File: src/rtl/fetch_unit.sv
// Instruction fetch stage: owns the PC, addresses a combinational imem and
// buffers fetched words in a small FIFO that feeds decode over valid/ready.
// Branch/jump redirects from execute reload the PC and flush the queue.
// Optional feature macro: FETCH_MISALIGN_CHK_EN (misaligned-redirect fault).
module fetch_unit #(
  parameter logic [31:0] RESET_PC   = 32'h0000_0000,
  parameter int          FQ_DEPTH   = 2,
  parameter int          IMEM_BYTES = 64
) (
  input  logic        clk,
  input  logic        rst,
  output logic [31:0] imem_addr,
  input  logic [31:0] imem_instr,
  input  logic        redirect_valid,
  input  logic [31:0] redirect_pc,
  output logic        out_valid,
  input  logic        out_ready,
  output logic [31:0] out_pc,
  output logic [31:0] out_instr,
  output logic        fetch_done,
  output logic        fetch_fault
);

  localparam int                 PTR_W      = (FQ_DEPTH > 1) ? $clog2(FQ_DEPTH) : 1;
  localparam int                 CNT_W      = $clog2(FQ_DEPTH + 1);
  localparam logic [31:0]        NOP        = 32'h0000_0033;
  localparam logic [31:0]        IMEM_LIMIT = 32'(IMEM_BYTES);
  localparam logic [CNT_W-1:0]   DEPTH_CNT  = CNT_W'(FQ_DEPTH);
  localparam logic [PTR_W-1:0]   PTR_ONE    = PTR_W'(1);
  localparam logic [CNT_W-1:0]   CNT_ONE    = CNT_W'(1);

  // Architectural state
  logic [31:0]      pc_reg,     pc_next;
  logic [CNT_W-1:0] count_reg,  count_next;
  logic [PTR_W-1:0] rd_ptr_reg, rd_ptr_next;
  logic [PTR_W-1:0] wr_ptr_reg, wr_ptr_next;
  logic             fault_reg,  fault_next;

  // Queue storage (small, read asynchronously so a pushed word is at the head
  // right after the edge that wrote it)
  logic [31:0] fq_pc_mem    [FQ_DEPTH];
  logic [31:0] fq_instr_mem [FQ_DEPTH];

  logic        push;
  logic        pop;
  logic [31:0] redirect_target;
  logic        redirect_misaligned;

`ifdef FETCH_MISALIGN_CHK_EN
  // Misaligned targets are loaded as-is but latch a sticky fault that halts fetch.
  assign redirect_target     = redirect_pc;
  assign redirect_misaligned = (redirect_pc[1:0] != 2'b00);
`else
  // Without the checker the target is silently word-aligned.
  assign redirect_target     = redirect_pc & ~32'h0000_0003;
  assign redirect_misaligned = 1'b0;
`endif

  assign imem_addr   = pc_reg;
  assign fetch_done  = (pc_reg >= IMEM_LIMIT);
  assign fetch_fault = fault_reg;
  assign out_valid   = (count_reg != '0);
  assign out_pc      = out_valid ? fq_pc_mem[rd_ptr_reg]    : 32'h0000_0000;
  assign out_instr   = out_valid ? fq_instr_mem[rd_ptr_reg] : NOP;

  // A redirect suppresses both queue operations; a full queue may still accept
  // a push when its head leaves in the same cycle.
  assign pop  = out_valid & out_ready & ~redirect_valid;
  assign push = ~redirect_valid & ~fetch_done & ~fault_reg &
                ((count_reg < DEPTH_CNT) | pop);

  // Next-state computation for PC, pointers, occupancy and fault flag
  always_comb begin
    pc_next     = pc_reg;
    count_next  = count_reg;
    rd_ptr_next = rd_ptr_reg;
    wr_ptr_next = wr_ptr_reg;
    fault_next  = fault_reg;

    if (redirect_valid) begin
      pc_next     = redirect_target;
      count_next  = '0;
      rd_ptr_next = '0;
      wr_ptr_next = '0;
      if (redirect_misaligned) begin
        fault_next = 1'b1;
      end
    end else begin
      if (push) begin
        pc_next     = pc_reg + 32'd4;
        wr_ptr_next = wr_ptr_reg + PTR_ONE;
      end
      if (pop) begin
        rd_ptr_next = rd_ptr_reg + PTR_ONE;
      end
      case ({push, pop})
        2'b10:   count_next = count_reg + CNT_ONE;
        2'b01:   count_next = count_reg - CNT_ONE;
        default: count_next = count_reg;
      endcase
    end
  end

  // State registers with synchronous reset
  always_ff @(posedge clk) begin
    if (rst) begin
      pc_reg     <= RESET_PC;
      count_reg  <= '0;
      rd_ptr_reg <= '0;
      wr_ptr_reg <= '0;
      fault_reg  <= 1'b0;
    end else begin
      pc_reg     <= pc_next;
      count_reg  <= count_next;
      rd_ptr_reg <= rd_ptr_next;
      wr_ptr_reg <= wr_ptr_next;
      fault_reg  <= fault_next;
    end
  end

  // Queue write port; contents need no reset because count gates visibility
  always_ff @(posedge clk) begin
    if (!rst && push) begin
      fq_pc_mem[wr_ptr_reg]    <= pc_reg;
      fq_instr_mem[wr_ptr_reg] <= imem_instr;
    end
  end

endmodule

File: config.mk
export PLATFORM = sky130hd
export DESIGN_NAME = fetch_unit
export DESIGN_NICKNAME = d
export VERILOG_FILES = /design/src/rtl/fetch_unit.sv
export SDC_FILE = /design/constraint.sdc
export NUM_CORES = 1
export LEC_CHECK = 0
export BUFFER_PORTS_ARGS = -buffer_cell sky130_fd_sc_hd__buf_2
export CAP_MARGIN = 0
export CORE_MARGIN = 5
export CORE_UTILIZATION = 47
export CTS_CLUSTER_SIZE = 16
export DETAILED_ROUTE_END_ITERATION = 8
export GPL_TIMING_DRIVEN = 1
export PLACE_DENSITY = 0.83
export SYNTH_ARGS = -nofsm -noshare
export SYNTH_HDL_FRONTEND = slang
export SYNTH_SLANG_ARGS = --single-unit
File: constraint.sdc
create_clock -name clk -period 6.7 [get_ports clk]
set_input_delay 1.34 -clock clk [delete_from_list [all_inputs] [get_ports clk]]
set_output_delay 1.34 -clock clk [all_outputs]
set_load 0.1 [all_outputs]
---- Word level (Yosys, flattened, before mapping) ----
Memory sizes are Yosys's and may differ from the RTL's. A register that Yosys moved wholly into a read port is not among the register bits.
Index checks and enable logic that the tools add are counted.
operators by class
  shifts and indexed selects .............. 0
  bitwise logic cells ..................... 7
  equality and inequality tests ........... 2
  reduce and logical (&&, ||, !) cells .... 6
  divide/modulo/power cells ............... 0
  order comparisons ....................... 2
  $add $sub $neg .......................... 5
  mux-type cells .......................... 11
  multiply operators ...................... 0
operator list
  kind                     count
  $mux W32                 4
  $add A32 B3 Y32 const B  1
  $ge A32 B7 Y1 const B    1
  $mux W1                  6
  $reduce_bool A2 Y1       3
  $and A1 B1 Y1            4
  $pmux W2 S2              1
  $add A1 B1 Y1 const B    2
  $add A2 B1 Y2 const B    1
  $eq A2 B1 Y1 const B     1
  $eq A2 B2 Y1 const B     1
  $lt A2 B2 Y1 const B     1
  $not A1 Y1               2
  $reduce_or A2 Y1         1
  $sub A2 B1 Y2 const B    1
  $logic_and A1 B1 Y1      1
  $logic_not A1 Y1         1
  $or A1 B1 Y1             1
storage, ports and cells
  logic and storage cells ................. 40
  memories ................................ 2
  bits in registers ....................... 36
  bits in latches ......................... 0
  bits in read-only memories .............. 0
  input port bits ......................... 68
  bits in writable memories ............... 128
memory list
  name          words  bits a word  read ports  clocked after memory_dff  wr ports  line  RTL
  fq_instr_mem  2      32           1           1                         1         42    logic [31:0] fq_instr_mem [FQ_DEPTH];
  fq_pc_mem     2      32           1           1                         1         41    logic [31:0] fq_pc_mem [FQ_DEPTH];

---- Logic depth before layout (Yosys ltp) ----
  depth in word-level cells ............... 8
  mapped depth ............................ 10
  depth with buffers taken out ............ 9

---- Worst setup path before layout ----
No wires, ideal clock.
  path kind ............................... register to register
  from .................................... register pc_reg[2], in the netlist imem_addr[2]
  to ...................................... memory fq_instr_mem[0][0] (enable)
  data required time ...................... 6.129 ns
  arrival time ............................ 6.610 ns
  setup time .............................. 0.571 ns
  cell stages (with the launch flop) ...... 7
  path slack .............................. -0.481 ns
  path through ............................ dfxtp_1 -> inv_1 -> ha_1 -> and3_1 -> clkbuf_1 -> nor3_1 -> nor3b_1
on the way
  word-level cells in the longest chain between the ends .. 7
ends and longest elaborated chain
  element                        line  RTL
  start: declaration             33    logic [31:0] pc_reg, pc_next;
  start signal: assignment       113   pc_reg <= pc_next;
  $ge A32 B7 Y1                  60    assign fetch_done = (pc_reg >= IMEM_LIMIT);
  $not A1 Y1                     69    assign push = ~redirect_valid & ~fetch_done & ~fault_reg &
  $and A1 B1 Y1 (2 in a row)     69
  $logic_and A1 B1 Y1            123   if (!rst && push) begin
  $mux W1                        123
  $mux W1 (not written as such)  125   fq_instr_mem[wr_ptr_reg] <= imem_instr;
  end: declaration               42
Every way passes these cells.

---- Worst setup path after layout ----
  from .................................... register count_reg[1]
  to ...................................... output port out_instr[5]
on the way
  word-level cells in the longest chain between the ends .. 2
ends and longest elaborated chain
  element                   line  RTL
  start: declaration        34    logic [CNT_W-1:0] count_reg, count_next;
  start signal: assignment  114   count_reg <= count_next;
  $reduce_bool A2 Y1        62    assign out_valid = (count_reg != '0);
  $mux W32                  64    assign out_instr = out_valid ? fq_instr_mem[rd_ptr_reg] : NOP;
  end: declaration          19    output logic [31:0] out_instr,
Every way passes these cells.

==> flow_summary.json <==
{
  "crit_fanout": 36,
  "area_growth_pct": 24.51,
  "p_per_area_nw_per_um2": 287.7,
  "hp-class": "register to register",
  "core_area_um2": 13190,
  "die_x_um": 125.9,
  "reg2reg_from": "imem_addr[28]$_SDFFE_PP0P_",
  "num_io_pins": 167,
  "post-route-period-util": 0.5659,
  "maxSlewHeadroom": 0.2817,
  "skew_ns": 0.007948,
  "htreeDepth": 4,
  "drive_gt1_frac": 0.3427,
  "dr.first_iter.drc_count": 265,
  "ant_nets": 0,
  "hpwlAfterDp_um": 8619,
  "start_kind": "register",
  "initial_core_util": 0.4783,
  "wl_met3_um": 858,
  "ys_top_cells_by_count": "124 x edfxtp_1, 93 x nor2_1, 87 x mux2i_1, 35 x dfxtp_1, 11 x clkbuf_1",
  "netlist.area_leader.share": 0.5902,
  "synth_seq_cells": 159,
  "leakage_uw": 0.003052,
  "slew_violations": 0,
  "cts_tree": "yes",
  "grt_pass1_wl_um": 20090,
  "synthesis.area_um2": 6309,
  "numPortBuffers": 159,
  "antenna_found_initial": 0,
  "crit_type": "register to output port",
  "grt_setup_unrepaired": "false",
  "dp_slack_ns": 2.517,
  "root_buffer": "clkbuf_16",
  "end_kind": "output port",
  "diodes": 0,
  "drc": 0,
  "synth_most_common_cell": "edfxtp_1",
  "synth-edff-count": 124,
  "grt_max_degree": 63,
  "worstHoldPathCells": 0,
  "stdcell_area_um2": 7855,
  "insertion_delay_ns": 0.42,
  "nets": 662,
  "ctsHoldBuffers": 0,
  "routed-via-count": 3907,
  "cts_buffers": 17,
  "worstPathArrival_ns": 2.45,
  "r2r_end": "fq_instr_mem[0][3]$_DFFE_PP_",
  "yosysUniqueCellTypes": 41,
  "synth_ff_type": "edfxtp_1",
  "firstDrtPassIters": 4,
  "path_clk_slew_ns": 0.06,
  "overflow": 0,
  "post_drt_via_cell_ratio": 5.009,
  "cts_setup_buffers": 0,
  "cts_resized": 0,
  "required_ns": 5.36,
  "first_global_vias": 3912,
  "top_register": "fq_instr_mem",
  "finalSetupTns_ns": 0,
  "synth_warnings": 0,
  "die_area_um2": 15840,
  "place_inst": 748,
  "hold_viol": 0,
  "gp_congestion": 0.7743,
  "peakVddDrop_mv": 0.1569,
  "largest_reg_flops": 64,
  "fin_ws_ns": 2.908,
  "die_h_um": 125.9,
  "maxCapViolations": 0,
  "met1_length_um": 5392,
  "yosysSeqAreaShare": 0.7013,
  "row_count": 42,
  "grt_use_total": 0.1607,
  "syn-instance-count": 435,
  "async_flop_share": 0,
  "synth_top_cells_by_area": "edfxtp_1 59%, mux2i_1 14%, dfxtp_1 11%",
  "min_from": "imem_addr[12]$_SDFFE_PP0P_",
  "cts_sinks": 159,
  "setup_viol": 0,
  "yosys.area.top_type": "edfxtp_1",
  "syn_avg_cell_area_um2": 14.50,
  "fin_cells": 780,
  "worstMarginPinSlew_ns": 1.077,
  "utilization": 0.5955,
  "hold-path-endpoint": "fq_pc_mem[0][12]$_DFFE_PP_",
  "top_layer_used": "met4",
  "cts_buffer_depth": 2,
  "clock.fmax_mhz": 263.7,
  "regToRegSetupSlack_ns": 3.25,
  "min_period_ns": 3.792,
  "wl_per_cell_um": 16.32,
  "outcome": "complete, no violations",
  "routed_wl_um": 12730,
  "dr_wl_met2_um": 6267,
  "dpl_cell_area_um2": 7247,
  "r2r_cells": 5
}
[power breakdown]
part | switching [uW] | leakage, uW | internal, uW
clock network | 388 | 0.000299 | 592
registers | 20.5 | 0.00139 | 1070
logic | 142 | 0.00136 | 43.5
total | 551 | 0.00305 | 1710
[routing by layer]
metal / global-route usage / vias to the layer above
met5: 0 / -
met4: 0.06246 / 0
met2: 0.2690 / 138
li1: - / 1897
met1: 0.1969 / 1854
met3: 0.04826 / 18
[worst max-delay path, cell delays in order, from the launching register on]
cell and delay (ns):
dfxtp_1 0.35, nor2_4 0.50, buf_4 0.47, inv_1 0.19, nand2_1 0.09, buf_2 0.42
[worst max path at each step]
stage,startpoint,end,slack [ns],cells past startpoint
global route,count_reg[1]$_SDFFE_PP0P_,out_instr[5],2.72,5
detailed placement,redirect_valid,fq_pc_mem[0][24]$_DFFE_PP_,2.52,4
global placement,redirect_valid,fq_pc_mem[0][24]$_DFFE_PP_,2.57,4
finish,count_reg[1]$_SDFFE_PP0P_,out_instr[5],2.91,5
CTS,count_reg[1]$_SDFFE_PP0P_,out_instr[5],2.84,5
floorplan,imem_addr[2]$_SDFFE_PP0P_,fq_instr_mem[0][0]$_DFFE_PP_,1.72,6
[final cells by class]
cell class / count / area (um^2)
fill: 1051 / 5335
sequential: 159 / 4428
multi-input combinational: 245 / 1762
timing repair buffer: 161 / 810.8
clock buffer: 17 / 425.4
tap: 176 / 220.2
clock inverter: 15 / 182.7
inverter: 7 / 26.28
[metrics by stage]
| stage | hold WS [ns] | power [uW] |
|---|---|---|
| 3_3_place_gp | 0.4881 | 1295 |
| 5_1_grt | 0.5463 | 2331 |
| 2_1_floorplan | 0.4718 | 1256 |
| 3_5_place_dp | 0.5105 | 1302 |
| 6_report | 0.5273 | 2260 |
| 4_1_cts | 0.5272 | 2275 |
[layout by cell type, fill, tap and decap left out, types with 3 or more instances in the layout]
| master | n |
|---|---|
| a21oi_1 | 4 |
| buf_2 | 159 |
| bufinv_16 | 3 |
| clkbuf_16 | 17 |
| clkinv_2 | 3 |
| conb_1 | 5 |
| dfxtp_1 | 34 |
| edfxtp_1 | 124 |
| ha_1 | 3 |
| inv_1 | 7 |
| inv_6 | 6 |
| mux2i_1 | 87 |
| nand2_1 | 6 |
| nand3_1 | 3 |
| nand4_1 | 4 |
| nor2_1 | 92 |
| nor3_1 | 3 |
| nor4_4 | 4 |
| o31ai_1 | 3 |
[cells by family (layout without fill, tap and decap cells)]
logic type,Yosys count,in the layout,synth area share
xor gates and xnor gates,3,3,0.004166
adders and majority gates,3,3,0.005951
muxes,87,87,0.1380
DFF,159,159,0.7013
other,1,5,0.0005944
AOI/OAI and AO/OA,16,16,0.01864
buffers and inverters,35,200,0.02559
and+or+nand+nor,131,131,0.1057
Power figures use the tool's default switching activity.
